===== config.mk =====
export PLATFORM = sky130hd
export DESIGN_NAME = unified_mem_arbiter
export DESIGN_NICKNAME = d
export VERILOG_FILES = /design/src/rtl/unified_mem_arbiter.sv
export SDC_FILE = /design/constraint.sdc
export NUM_CORES = 1
export LEC_CHECK = 0
export BUFFER_PORTS_ARGS = -buffer_cell sky130_fd_sc_hd__buf_2
export CAP_MARGIN = 20
export CORE_MARGIN = 5
export CORE_UTILIZATION = 50
export CTS_BUF_LIST = sky130_fd_sc_hd__clkbuf_16
export DETAILED_ROUTE_END_ITERATION = 10
export HOLD_SLACK_MARGIN = 0.05
export PLACE_DENSITY = 0.84
export SLEW_MARGIN = 30
export SYNTH_ARGS = -nofsm -noshare
export SYNTH_HDL_FRONTEND = slang
export SYNTH_SLANG_ARGS = --single-unit

===== constraint.sdc =====
create_clock -name CLK -period 6.1 [get_ports CLK]
set_input_delay 0.305 -clock CLK [delete_from_list [all_inputs] [get_ports CLK]]
set_output_delay 0.305 -clock CLK [all_outputs]
set_load 0.005 [all_outputs]

===== src/rtl/unified_mem_arbiter.sv =====
// unified_mem_arbiter
//   Shares one single-port, fixed-latency memory between instruction fetch (IF)
//   and load/store (MEM). Data accesses win arbitration unless fetch has been
//   passed over STARVE_LIMIT times in a row. Each access produces a one-cycle
//   ready pulse with registered read data; pipe_stall freezes the pipeline while
//   either stage is still waiting.
// Ports
//   CLK, RST                   clock (rising edge), asynchronous active-low reset
//   if_req/if_addr             fetch request and byte address
//   if_rdata/if_ready          fetched instruction and completion pulse
//   dm_read/dm_write           load / store request (store wins if both high)
//   dm_addr/dm_wdata           data address and store data
//   dm_rdata/dm_ready          load data and completion pulse
//   mem_en/mem_we              memory strobe (one cycle per access) and write enable
//   mem_addr/mem_wdata         registered memory address and write data
//   mem_rdata                  memory read data, valid MEM_LATENCY cycles after mem_en
//   pipe_stall                 combinational pipeline freeze
module unified_mem_arbiter #(
  parameter int unsigned MEM_LATENCY  = 2,
  parameter int unsigned STARVE_LIMIT = 4
) (
  input  logic        CLK,
  input  logic        RST,
  input  logic        if_req,
  input  logic [31:0] if_addr,
  output logic [31:0] if_rdata,
  output logic        if_ready,
  input  logic        dm_read,
  input  logic        dm_write,
  input  logic [31:0] dm_addr,
  input  logic [31:0] dm_wdata,
  output logic [31:0] dm_rdata,
  output logic        dm_ready,
  output logic        mem_en,
  output logic        mem_we,
  output logic [31:0] mem_addr,
  output logic [31:0] mem_wdata,
  input  logic [31:0] mem_rdata,
  output logic        pipe_stall
);

  typedef enum logic [1:0] {IDLE, FETCH, DATA, DONE} state_t;

  localparam logic [3:0] LAT = 4'(MEM_LATENCY);
  localparam logic [3:0] LIM = 4'(STARVE_LIMIT);

  state_t      state_q, state_d;
  logic [3:0]  cnt_q, cnt_d;
  logic [3:0]  starve_q, starve_d;
  logic        dsel_q, dsel_d;     // current grant belongs to the data port
  logic        store_q, store_d;   // current data access is a store
  logic        mem_en_q, mem_en_d;
  logic        mem_we_q, mem_we_d;
  logic [31:0] addr_q, addr_d;
  logic [31:0] wdata_q, wdata_d;
  logic [31:0] if_rdata_q, if_rdata_d;
  logic [31:0] dm_rdata_q, dm_rdata_d;
  logic        dm_req;

  assign dm_req = dm_read | dm_write;

  always_comb begin
    state_d    = state_q;
    cnt_d      = cnt_q;
    starve_d   = starve_q;
    dsel_d     = dsel_q;
    store_d    = store_q;
    mem_en_d   = 1'b0;
    mem_we_d   = 1'b0;
    addr_d     = addr_q;
    wdata_d    = wdata_q;
    if_rdata_d = if_rdata_q;
    dm_rdata_d = dm_rdata_q;
    unique case (state_q)
      IDLE: begin
        if (dm_req && !(if_req && starve_q == LIM)) begin
          state_d  = DATA;
          dsel_d   = 1'b1;
          store_d  = dm_write;
          addr_d   = dm_addr;
          wdata_d  = dm_wdata;
          mem_en_d = 1'b1;
          mem_we_d = dm_write;
          cnt_d    = LAT;
          // Count data grants that bypass a waiting fetch; saturate at the limit.
          if (!if_req)              starve_d = '0;
          else if (starve_q != LIM) starve_d = starve_q + 4'd1;
        end else if (if_req) begin
          state_d  = FETCH;
          dsel_d   = 1'b0;
          store_d  = 1'b0;
          addr_d   = if_addr;
          mem_en_d = 1'b1;
          cnt_d    = LAT;
          starve_d = '0;
        end
      end
      FETCH, DATA: begin
        if (cnt_q == '0) begin
          if (!dsel_q)       if_rdata_d = mem_rdata;
          else if (!store_q) dm_rdata_d = mem_rdata;
          state_d = DONE;
        end else begin
          cnt_d = cnt_q - 4'd1;
        end
      end
      DONE:    state_d = IDLE;
      default: state_d = IDLE;
    endcase
  end

  always_ff @(posedge CLK or negedge RST) begin
    if (!RST) begin
      state_q    <= IDLE;
      cnt_q      <= '0;
      starve_q   <= '0;
      dsel_q     <= 1'b0;
      store_q    <= 1'b0;
      mem_en_q   <= 1'b0;
      mem_we_q   <= 1'b0;
      addr_q     <= '0;
      wdata_q    <= '0;
      if_rdata_q <= '0;
      dm_rdata_q <= '0;
    end else begin
      state_q    <= state_d;
      cnt_q      <= cnt_d;
      starve_q   <= starve_d;
      dsel_q     <= dsel_d;
      store_q    <= store_d;
      mem_en_q   <= mem_en_d;
      mem_we_q   <= mem_we_d;
      addr_q     <= addr_d;
      wdata_q    <= wdata_d;
      if_rdata_q <= if_rdata_d;
      dm_rdata_q <= dm_rdata_d;
    end
  end

  assign mem_en     = mem_en_q;
  assign mem_we     = mem_we_q;
  assign mem_addr   = addr_q;
  assign mem_wdata  = wdata_q;
  assign if_rdata   = if_rdata_q;
  assign dm_rdata   = dm_rdata_q;
  assign if_ready   = (state_q == DONE) && !dsel_q;
  assign dm_ready   = (state_q == DONE) && dsel_q;
  assign pipe_stall = (if_req & ~if_ready) | (dm_req & ~dm_ready);

endmodule


-- Yosys cells after proc, flatten, opt, wreduce, memory -nomap -nowiden
Index checks and enable logic that the tools add are counted.
- register bits: 142
- input port bits: 133
- output and inout bits: 133
- add/subtract/negate cells: 2
- equal/unequal tests: 9
- multiplexer cells: 22
- bitwise gates (word level): 8
- reductions and logical operators: 18
- operators with widths (cell ; count):
    $mux 32 ; 2
    $mux 4 ; 7
    $reduce_and 3->1 ; 3
    $mux 1 ; 8
    $pmux 4 s2 ; 1
    $mux 2 ; 3
    $pmux 2 s3 ; 1
    $reduce_and 2->1 ; 3
    $add 4x1->4 const B ; 1
    $eq 2x2->1 const B ; 2
    $eq 4x3->1 const B ; 1
    $logic_and 1x1->1 ; 4
    $logic_not 4->1 ; 1
    $ne 2x2->1 const B ; 2
    $ne 4x3->1 const B ; 1
    $not 1->1 ; 4
    $reduce_and 4->1 ; 1
    $reduce_bool 2->1 ; 2
    $sub 4x1->4 const B ; 1
    $ne 3x2->1 const B ; 1
    $ne 3x3->1 const B ; 1
    $and 1x1->1 ; 2
    $eq 2x1->1 const B ; 1
    $logic_not 1->1 ; 2
    other kinds (3) ; 4

-- Longest topological paths before layout
Gate-level depths: netlist of the first run.
- depth after elaboration: 6
- mapped depth: 8

-- Least setup slack after synthesis of the first run
OpenSTA, ideal clock, no wires.
- path type: register -> register
- from: reg state_q[0]
- to: reg dm_rdata_q[10] (netlist: dm_rdata[10])
- setup time: 125 ps
- arrival: 1938 ps
- setup slack: 4037 ps
- cell stages (with the launch flop): 9
- path buffers: 3
- cells stage by stage: dfrtp_1 -> inv_1 -> ha_1 -> buf_6 -> inv_4 -> or4_4 -> buf_6 -> buf_12 -> mux2_4
- word-level cells in the longest chain between the ends: 3
- elaborated cells on any way between the ends: 4
- RTL lines (what ; RTL line ; source):
    start: declaration ; 47 ; state_t state_q, state_d;
    start signal: assignment ; 126 ; state_q <= state_d;
    $eq 2x1->1 or $eq 2x2->1 (tied branches) ; 74 ; unique case (state_q)
    $reduce_or 2->1 * ; 74 ;
    $reduce_and 4->1 (no line) * ; -- ;
    end signal: assignment ; 136 ; dm_rdata_q <= dm_rdata_d;
    end: declaration ; 57 ; logic [31:0] dm_rdata_q, dm_rdata_d;
Every way passes the cells marked *; elsewhere a longest branch is shown, timed or not.
A chain may end at the register's enable or synchronous reset.

-- Final worst setup path of the first run
- from: reg starve_q[0]
- to: reg wdata_q[23] (netlist: mem_wdata[23])
- word-level cells in the longest chain between the ends: 5
- RTL lines (what ; RTL line ; source):
    start: declaration ; 49 ; logic [3:0] starve_q, starve_d;
    start signal: assignment ; 128 ; starve_q <= starve_d;
    $eq 4x3->1 ; 76 ; if (dm_req && !(if_req && starve_q == LIM)) begin
    $logic_and 1x1->1 ; 76 ;
    $logic_not 1->1 ; 76 ;
    $logic_and 1x1->1 ; 76 ;
    $reduce_and 2->1 (no line) ; -- ;
    end signal: assignment ; 134 ; wdata_q <= wdata_d;
    end: declaration ; 55 ; logic [31:0] wdata_q, wdata_d;
Every way passes these cells.

==> run_results.csv, run 1 <==
group,metric,value,unit
sta,worst_pin_slew,0.839,ns
detailed_routing,viasPerCell,5.54,
logic_synthesis,synth_top_area_frac,0.581,
worst_setup_path,worst_setup_path_end_kind,"flop",
placement,place.gp.congestion,0.862,
sta,slew_headroom,0.438,
sta,slew_violations,0,
grt,grt_use_met1,0.270,
logic_synthesis,synth_cells,468,
sta,setup_viol,0,
clock_network,htree_levels,4,
sta,fin_setup_tns,0,ns
worst_hold_path,hold_start,"dm_wdata[2]",
cells_and_area,area_delta_synth_final,32.4,%
detailed_routing,postRouteAntennaNets,0,
logic_synthesis,ys_seq_area_frac,0.581,
sta,fin_crit,2.62,ns
placement,port_buffers,265,
worst_setup_path,start_kind,"flop",
logic_synthesis,synth_edf_count,0,
clock_network,cts_sinks,142,
power,power.density,545,nW/µm²
logic_synthesis,synth_cell_types,47,
power,leakagePower,3.98,nW
floorplanning,ios,266,
cells_and_area,drive_gt1_frac,0.552,
status,status,"complete, no violations",
floorplanning,fp.coreArea,12000,µm²
grt,grtUsageMet3,0.0641,
worst_setup_path,crit_path_max_fanout,37,
clock_network,cts_tree,"yes",
logic_synthesis,synth-seq-cells,142,
logic_synthesis,yosysWarnings,0,
grt,grt_max_degree,77,
logic_synthesis,syn-mean-instance-area,13.1,µm²
worst_setup_path,cp.required,6.39,ns
worst_setup_path,r2r-start,"starve_q[0]",
logic_synthesis,async_flop_share,1.00,
cells_and_area,finish.net_count,864,
detailed_routing,drc_errors,0,
floorplanning,die_h,121,µm
worst_setup_path,setup.worst_path.start,"starve_q[0]",
power,irDropWorstVdd,0.000314,V
detailed_routing,drt_first_pass_iters,5,
logic_synthesis,synth_top_area_cell,"dfrtp_1",
logic_synthesis,synth_nets,608,
sta,skew,0.00587,ns
worst_hold_path,min_path_type,"in -> reg",
clock_network,cts_buffer_depth,2,
sta,fin_crit_sh,0.429,
power,p_total,0.00441,W
clock_network,insertion_delay,0.41,ns
grt,gr-total-overflow,0,
logic_synthesis,synthTopCellsByArea,"dfrtp_1 (58%), mux2_2 (12%), mux2_4 (7.4%)",
sta,whs,0.124,ns
worst_setup_path,cp_data_arrival_time,2.91,ns
detailed_routing,drt_iter0_markers,319,
grt,grt_pass1_wl,25700,µm
detailed_routing,dr_total_vias,4898,
clock_network,clock-root-buffer,"clkbuf_16",
grt,grt_use_met2,0.375,
floorplanning,rows,40,
logic_synthesis,synth_flop_cell,"dfrtp_1",
run,max-cap-violations,0,
clock_network,clk_pin_slew,0.06,ns
logic_synthesis,syn_area,6110,µm²
grt,grt_busiest_layer,"met2",
floorplanning,die_area,14500,µm²
clock_network,cts_buffers,17,
detailed_routing,wl_per_cell,18.3,µm
placement,hpwl,11800,µm
cells_and_area,n_antenna_cell,0,
grt,antenna_found_initial,0,
sta,fmax,382,MHz
floorplanning,die_w,121,µm
sta,hold_viol,0,
floorplanning,start_util,0.509,
sta,rsz0062_at_grt,"false",
detailed_routing,drt_wl_total,16200,µm
worst_setup_path,rrSetupSlack,3.48,ns
worst_setup_path,critical_path_class,"reg -> reg",
grt,grt_usage,0.223,
grt,first_global_vias,5099,
## cells by family after synthesis
group | synth area share
fa+ha+maj | 0.0143
simple gates | 0.0530
compound gates | 0.113
flops | 0.581
xor+xnor | 0.00287
mux | 0.195
buf+inv | 0.0399
## layout make-up
cell class | count | area (µm²)
fill | 889 | 3920
clock buffer | 17 | 425
timing repair buffer | 270 | 1370
sequential | 142 | 3550
clock inverter | 15 | 170
inverter | 9 | 36.3
tap | 147 | 184
multi-input combinational | 284 | 2350
## registers in the layout, summed over array words and instances (netlist names)
name / flops
mem_en: 1
dm_rdata: 32
dsel_q: 1
mem_we: 1
mem_wdata: 32
starve_q: 4
if_rdata: 32
mem_addr: 32
store_q: 1
state_q: 2
cnt_q: 4
## per-stage QoR
step / std cells / utilization / cell area, µm² / setup WS, ns
final: 884 / 0.674 / 8090 / 3.48
after CTS: 884 / 0.673 / 8090 / 3.48
after global routing: 884 / 0.674 / 8090 / 3.33
after floorplan: 468 / - / 6110 / 4.04
after global placement: 851 / 0.622 / 7470 / 3.58
after detailed placement: 851 / 0.623 / 7480 / 3.54
## synthesized netlist by cell type (7+ instances only)
| library cell | n |
|---|---|
| a31oi_1 | 32 |
| a21oi_1 | 34 |
| o21ai_0 | 37 |
| clkbuf_1 | 16 |
| ha_1 | 7 |
| buf_2 | 10 |
| nor2_1 | 35 |
| mux2_2 | 65 |
| dfrtp_1 | 142 |
| mux2_4 | 30 |
| inv_1 | 7 |
## worst paths after layout
path,to,cells past startpoint
hold / removal,mem_wdata[2],2
setup reg to reg,mem_wdata[23],6
min in group asynchronous,dm_rdata[21],2
setup / recovery,mem_wdata[23],6
max in group asynchronous,mem_addr[3],3
hold reg to reg,store_q,1
## cell usage in the layout (no fill, tap or decap), drive strengths merged, types with 7 or more instances in the layout
cell type and instances:
a21oi 34, a31oi 32, buf 269, clkbuf 17, dfrtp 142, ha 7, inv 11, mux2 96
nor2 35, o21ai 37
## worst max-delay path, stage by stage (launching register included)
cell and delay (ns):
dfrtp_1 0.40, inv_1 0.11, ha_1 0.19, nand4b_2 0.67
and3_1 0.49, buf_4 0.28, mux2_2 0.34
## per-layer routing
metal | part of all wire | vias to the layer above
met2 | 0.50 | 262
li1 | - | 2208
met5 | 0 | -
met1 | 0.39 | 2394
met4 | 0.027 | 0
met3 | 0.087 | 34
## repair_timing
| item | CTS | global route |
|---|---|---|
| hold buffers | 1 | 0 |
| resized for setup | 0 | 0 |
| buffers inserted | 0 | 0 |
| endpoints found under the hold margin | 75 | 0 |
## power breakdown
part | internal (W) | switching (W)
registers | 0.00142 | 0.000282
clock network | 0.000640 | 0.000396
logic | 0.000906 | 0.000767
No activity file was read; power rests on OpenSTA's default activity.
==> run 2: changes to the inputs <==
--- a/config.mk
+++ b/config.mk
@@ -5,14 +5,15 @@
 export SDC_FILE = /design/constraint.sdc
 export NUM_CORES = 1
 export LEC_CHECK = 0
+export ABC_AREA = 1
 export BUFFER_PORTS_ARGS = -buffer_cell sky130_fd_sc_hd__buf_2
 export CAP_MARGIN = 20
 export CORE_MARGIN = 5
-export CORE_UTILIZATION = 50
+export CORE_UTILIZATION = 44
 export CTS_BUF_LIST = sky130_fd_sc_hd__clkbuf_16
 export DETAILED_ROUTE_END_ITERATION = 10
 export HOLD_SLACK_MARGIN = 0.05
-export PLACE_DENSITY = 0.84
+export PLACE_DENSITY = 0.77
 export SLEW_MARGIN = 30
 export SYNTH_ARGS = -nofsm -noshare
 export SYNTH_HDL_FRONTEND = slang
==> constraint.sdc (replaced) <==
create_clock -name CLK -period 2.15 [get_ports CLK]
set_input_delay 0.1075 -clock CLK [delete_from_list [all_inputs] [get_ports CLK]]
set_output_delay 0.1075 -clock CLK [all_outputs]
set_load 0.005 [all_outputs]
==> run 2 against run 1 <==
  * Global-route usage grew 1.6 points
  * Register-to-register slack worse by 3.2 ns
  * Hold slack got worse by 0.049 ns
  * Critical endpoint is now mem_wdata[12]
  * Wire length up 23%
  * Core utilization shrank 0.61 points
  * Highest routed layer unchanged
==> run_results.csv, run 2 <==
group,metric,value,unit
status,status,"complete, no violations",
clock_network,insertion_delay,0.41,ns
worst_setup_path,critical_path_class,"reg -> reg",
logic_synthesis,ys_seq_area_frac,0.557,
logic_synthesis,synth_flop_cell,"dfrtp_1",
floorplanning,rows,44,
logic_synthesis,synth_cell_types,22,
sta,fin_setup_tns,0,ns
logic_synthesis,synth_top_area_cell,"dfrtp_1",
clock_network,post_cts_buffers,0,
worst_setup_path,crit_path_max_fanout,32,
floorplanning,die_area,17000,µm²
placement,port_buffers,265,
sta,skew,0.0126,ns
placement,dp.cells,1182,
grt,gr-total-overflow,0,
worst_setup_path,cp.required,2.50,ns
worst_setup_path,rrSetupSlack,0.26,ns
logic_synthesis,synth_edf_count,0,
sta,fin_crit,1.89,ns
worst_hold_path,hold_depth,5,
cells_and_area,n_antenna_cell,0,
clock_network,htree_levels,4,
run,max-cap-violations,0,
clock_network,cts_sinks,142,
worst_setup_path,crit_path_frequent_cell,"nand2_1",
worst_setup_path,worst_setup_path_end_kind,"flop",
cells_and_area,finish.net_count,1284,
grt,grt_pass1_wl,32100,µm
cells_and_area,final_cell_mix,"nand2_1 (288), buf_2 (264), dfrtp_1 (142), dlygate4sd3_1 (127), inv_1 (117)",
detailed_routing,dr_total_vias,6456,
sta,hold_viol,0,
sta,fmax,528,MHz
clock_network,cts_tree,"yes",
worst_setup_path,start_kind,"flop",
grt,grt_usage,0.239,
cells_and_area,stdcell_count,1340,
sta,whs,0.0746,ns
logic_synthesis,async_flop_share,1.00,
worst_setup_path,cp_num_buf_inv,3,
sta,slew_headroom,0.587,
logic_synthesis,yosysWarnings,0,
sta,fin_crit_sh,0.881,
placement,hpwl,12200,µm
cells_and_area,utilization,0.668,
power,leakagePower,5.51,nW
cells_and_area,final_common_cell,"nand2_1",
clock_network,cts_buffer_depth,2,
detailed_routing,wl_per_cell,14.9,µm
power,irDropWorstVdd,0.000629,V
detailed_routing,drt_iter0_markers,452,
detailed_routing,postRouteAntennaNets,0,
logic_synthesis,yosys-top-cells-count,"nand2_1 (288), dfrtp_1 (142), inv_1 (114)",
clock_network,clock-root-buffer,"clkbuf_16",
worst_setup_path,slowest_delay,0.45,ns
sta,setup_viol,0,
worst_setup_path,worstRegToRegCells,9,
worst_setup_path,crit_slowest_cell,"inv_2",
cells_and_area,area_delta_synth_final,50.3,%
placement,place.gp.congestion,0.819,
detailed_routing,drt_first_pass_iters,7,
logic_synthesis,syn-mean-instance-area,8.43,µm²
clock_network,clk_pin_slew,0.06,ns
worst_setup_path,cp_data_arrival_time,2.24,ns
worst_hold_path,min_path_type,"in -> reg",
sta,slew_violations,0,
worst_setup_path,cp.depth,9,
grt,antenna_found_initial,0,
sta,worst_pin_slew,0.619,ns
floorplanning,die_h,130,µm
cells_and_area,drive_gt1_frac,0.283,
detailed_routing,drc_errors,0,
power,p_total,0.0125,W
sta,rsz0062_at_grt,"false",
floorplanning,die_w,130,µm
worst_setup_path,crit_family,"simple AND/OR/NAND/NOR gates",
grt,grt_max_degree,61,
grt,first_global_vias,6679,
detailed_routing,viasPerCell,4.82,
floorplanning,fp.coreArea,14400,µm²
floorplanning,ios,266,
clock_network,cts_buffers,17,
logic_synthesis,synth_top_area_frac,0.557,
floorplanning,start_util,0.444,
power,power.density,1300,nW/µm²
logic_synthesis,synth_most_common_cell,"nand2_1",
worst_setup_path,crit_path_cell_trace,"inv_1, ha_1, nand2_1, inv_1, nand2_4, nand3_4, inv_2, nand2_1, nand2_1",
logic_synthesis,syn_area,6380,µm²
detailed_routing,drt_wl_total,20000,µm
logic_synthesis,synth_cells,757,
logic_synthesis,synth-seq-cells,142,
logic_synthesis,synth_nets,897,
logic_synthesis,synthTopCellsByArea,"dfrtp_1 (56%), nand2_1 (17%), inv_1 (6.7%)",
## run 2: cell count changes after synthesis, moves of 32 or more
cell and delta:
inv_1 +107, nand3_1 +71, nand2_1 +286, a21oi_1 -34, o21ai_1 +54, a31oi_1 -32, mux2_2 -65, o21ai_0 -32
## run 2: path summary, 6_finish.rpt
kind	startpoint	to
worst min register to register	mem_wdata[31]	mem_wdata[31]
max in group asynchronous	RST	cnt_q[3]
worst max-delay path	starve_q[0]	mem_wdata[12]
worst min-delay path	dm_addr[12]	mem_addr[12]
min in group asynchronous	RST	mem_en
worst max register to register	starve_q[0]	mem_wdata[12]
## run 2: power breakdown
part           total [W]  leakage [nW]  internal [W]  switching [W]
clock            0.00264         0.260       0.00156        0.00108
combinational    0.00504          3.51       0.00217        0.00287
sequential       0.00477          1.73       0.00402       0.000751
## run 2: cells by family (layout without fill, tap and decap cells)
family,Yosys count,after routing,share of synthesized area
DFF,142,142,0.557
buffers and inverters,153,552,0.114
adders and majority gates,7,7,0.0137
and+or+nand+nor,381,381,0.250
AOI/OAI and AO/OA,72,72,0.0629
xor gates and xnor gates,2,2,0.00274
## run 2: repair_timing
action | CTS | global route
endpoints found under the hold margin | 188 | 0
gates resized for setup | 0 | 0
endpoints found under the setup margin | 0 | 0
hold buffers | 127 | 0
## run 2: worst reg2reg max path: cells and delay by family (launching register included)
family / cells / cell delay (ns)
and+or+nand+nor: 5 / 0.62
DFF: 1 / 0.40
buffers and inverters: 3 / 0.57
adders and majority gates: 1 / 0.22
## run 2: cell type report
type,instances,area [µm²]
Fill cell,1045,4780
Tap cell,184,230
Sequential cell,142,3550
Inverter,119,447
Clock inverter,14,106
Timing Repair Buffer,402,2730
Multi-Input combinational cell,462,2100
Clock buffer,17,425
## run 2: routing by layer
metal | vias up | track usage | share of wire | wire (µm)
met5 | - | 0 | 0 | 0
li1 | 3092 | - | - | -
met3 | 65 | 0.0650 | 0.079 | 1580
met4 | 0 | 0.129 | 0.042 | 844
met1 | 2992 | 0.273 | 0.38 | 7520
met2 | 307 | 0.409 | 0.50 | 10000
## run 2: through the flow
step           area, µm²  setup WS (ns)
3_3_place_gp        7790          0.381
3_5_place_dp        7790          0.346
2_1_floorplan       6380          0.651
4_1_cts             9590          0.324
5_1_grt             9590         0.0887
6_report            9590          0.255
==> run 3: changes to the inputs <==
--- a/config.mk
+++ b/config.mk
@@ -9,11 +9,11 @@
 export BUFFER_PORTS_ARGS = -buffer_cell sky130_fd_sc_hd__buf_2
 export CAP_MARGIN = 20
 export CORE_MARGIN = 5
-export CORE_UTILIZATION = 44
-export CTS_BUF_LIST = sky130_fd_sc_hd__clkbuf_16
+export CORE_UTILIZATION = 45
+export CTS_BUF_LIST = sky130_fd_sc_hd__clkbuf_2 sky130_fd_sc_hd__clkbuf_4 sky130_fd_sc_hd__clkbuf_8
 export DETAILED_ROUTE_END_ITERATION = 10
 export HOLD_SLACK_MARGIN = 0.05
-export PLACE_DENSITY = 0.77
+export PLACE_DENSITY = 0.79
 export SLEW_MARGIN = 30
 export SYNTH_ARGS = -nofsm -noshare
 export SYNTH_HDL_FRONTEND = slang
==> run 3 against run 2 <==
  * Sequential power about the same
  * Count of clock-buffer cells in the layout up 2
  * Global-route usage up 1.6 points
  * Power down 3.5%
  * Critical path depth down 3
  * First-iteration DRC count down 8.0%
  * Critical endpoint is now if_rdata[31]
  * Worst setup slack better by 0.063 ns
  * Sequential share of layout area up 0.31 points
  * Hold slack better by 0.055 ns
  * Non-clock buffer count up 6
  * Core utilization up 1.8 points
  * Flip-flop and latch count unchanged
==> run_results.csv, run 3 (synthesis results as in run 2) <==
group,metric,value,unit
grt,grt_usage,0.255,
power,power.density,1260,nW/µm²
worst_setup_path,crit_path_max_fanout,44,
clock_network,cts_buffers,17,
grt,gr-total-overflow,0,
detailed_routing,viasPerCell,4.86,
worst_setup_path,worst_setup_path_end_kind,"flop",
grt,grt_max_degree,65,
cells_and_area,utilization,0.685,
clock_network,clk_pin_slew,0.08,ns
detailed_routing,drt_first_pass_iters,6,
sta,slew_headroom,0.733,
floorplanning,die_h,129,µm
clock_network,insertion_delay,0.45,ns
worst_setup_path,crit_slowest_cell,"ha_1",
detailed_routing,drc_errors,0,
detailed_routing,postRouteAntennaNets,0,
floorplanning,fp.coreArea,13900,µm²
floorplanning,start_util,0.460,
placement,place.gp.congestion,0.848,
power,p_int,0.00730,W
status,status,"complete, no violations",
power,switching_share,0.392,
sta,slew_violations,0,
sta,worst_pin_slew,0.401,ns
worst_setup_path,cp_num_buf_inv,2,
floorplanning,ios,266,
power,power.share.sequential,0.399,
detailed_routing,wl_per_cell,15.6,µm
worst_setup_path,start_kind,"flop",
placement,hpwl,12400,µm
cells_and_area,drive_gt1_frac,0.287,
clock_network,cts_buffer_depth,2,
sta,setup_viol,0,
grt,first_global_vias,6864,
power,p_sw,0.00472,W
cells_and_area,area_delta_synth_final,49.0,%
cells_and_area,fill_cells,1031,
grt,grt_pass1_wl,33400,µm
sta,hold_viol,0,
sta,fmax,546,MHz
clock_network,clock-root-buffer,"clkbuf_8",
floorplanning,die_area,16700,µm²
worst_setup_path,cp.required,2.47,ns
cells_and_area,final_common_cell,"nand2_1",
sta,fin_setup_tns,0,ns
worst_setup_path,slowest_delay,0.52,ns
sta,rsz0062_at_grt,"false",
detailed_routing,drt_wl_total,21000,µm
cells_and_area,final_cell_mix,"nand2_1 (288), buf_2 (264), dfrtp_1 (142), dlygate4sd3_1 (131), inv_1 (114)",
cells_and_area,finish.net_count,1290,
clock_network,htree_levels,4,
worst_hold_path,min_path_type,"in -> async",
sta,fin_crit,1.83,ns
sta,fin_crit_sh,0.852,
worst_setup_path,crit_path_cell_trace,"inv_1, ha_1, nand3_4, buf_12, nand2_1, o21ai_1",
floorplanning,rows,43,
placement,port_buffers,265,
floorplanning,die_w,129,µm
run,max-cap-violations,0,
sta,skew,0.0139,ns
power,pwr-share-comb,0.425,
detailed_routing,dr_total_vias,6542,
power,leakagePower,5.47,nW
power,clockPowerShare,0.176,
clock_network,cts_sinks,142,
worst_setup_path,cp_data_arrival_time,2.16,ns
power,irDropWorstVdd,0.000646,V
worst_setup_path,crit_family,"adder cells",
clock_network,cts_tree,"yes",
worst_setup_path,critical_path_class,"reg -> reg",
grt,antenna_found_initial,0,
detailed_routing,drt_iter0_markers,416,
-- run 3: cell types whose count changed in the layout (fill, tap and decap cells not counted), sizes merged --
cell         before  now
buf             275  277
bufinv            1    2
clkbuf           17   19
clkinv            5    4
clkinvlp          4    3
diode             0    4
dlygate4sd3     127  131
inv             123  122
-- run 3: layer usage --
metal	global-route usage	part of all wire	up-vias
met3	0.0622	0.077	81
met4	0.149	0.048	0
met5	0	0	-
met1	0.288	0.37	2979
met2	0.440	0.50	384
li1	-	-	3098
-- run 3: cell type report --
type                    count  area, µm²  area share
clock buffers              19        255      0.0268
inverters                 119        447      0.0470
clock inverters            12        136      0.0143
multi-input cells         462       2100       0.221
diodes                      4       10.0     0.00105
repair buffers            408       2780       0.293
well taps                 180        225      0.0237
flip-flops and latches    142       3550       0.374
-- run 3: worst register-to-register path, stage by stage, from the launching register on --
cell	delay, ns
dfrtp_1	0.38
inv_1	0.07
ha_1	0.52
nand3_4	0.30
buf_12	0.28
nand2_1	0.09
o21ai_1	0.08
-- run 3: final timing paths --
path | start | to | slack, ns | depth (start not counted)
setup / recovery | state_q[0] | if_rdata[31] | 0.32 | 6
hold / removal | RST | mem_addr[18] | 0.13 | 2
setup reg to reg | state_q[0] | if_rdata[31] | 0.32 | 6
hold reg to reg | mem_addr[17] | mem_addr[17] | 0.48 | 2
max in group asynchronous | RST | dm_rdata[16] | 1.35 | 3
min in group CLK | dm_read | state_q[1] | 0.17 | 6
-- run 3: timing repair --
action | in CTS | in global routing
gates resized for setup | 0 | 0
buffers inserted | 0 | 0
endpoints found under the hold margin | 275 | 0
hold buffers | 131 | 0
-- run 3: metrics by stage --
stage	setup WS [ns]	instances	area (µm²)	total power (W)	hold slack (ns)
6_report	0.319	1346	9510	0.0120	0.130
5_1_grt	0.185	1342	9500	0.0130	0.149
4_1_cts	0.322	1342	9500	0.0120	0.122
3_5_place_dp	0.349	1180	7800	0.00965	0.0387
3_3_place_gp	0.440	1180	7800	0.00945	0.0370
2_1_floorplan	0.651	757	6380	0.00755	-0.188
-- run 3: power groups by stage --
| stage | combinational (W) | sequential (W) | clock, W |
|---|---|---|---|
| finish | 0.00511 | 0.00479 | 0.00212 |
| global route | 0.00578 | 0.00494 | 0.00229 |
| CTS | 0.00505 | 0.00475 | 0.00216 |
| detailed placement | 0.00489 | 0.00476 | 0 |
| global placement | 0.00469 | 0.00477 | 0 |
| floorplan | 0.00273 | 0.00483 | 0 |
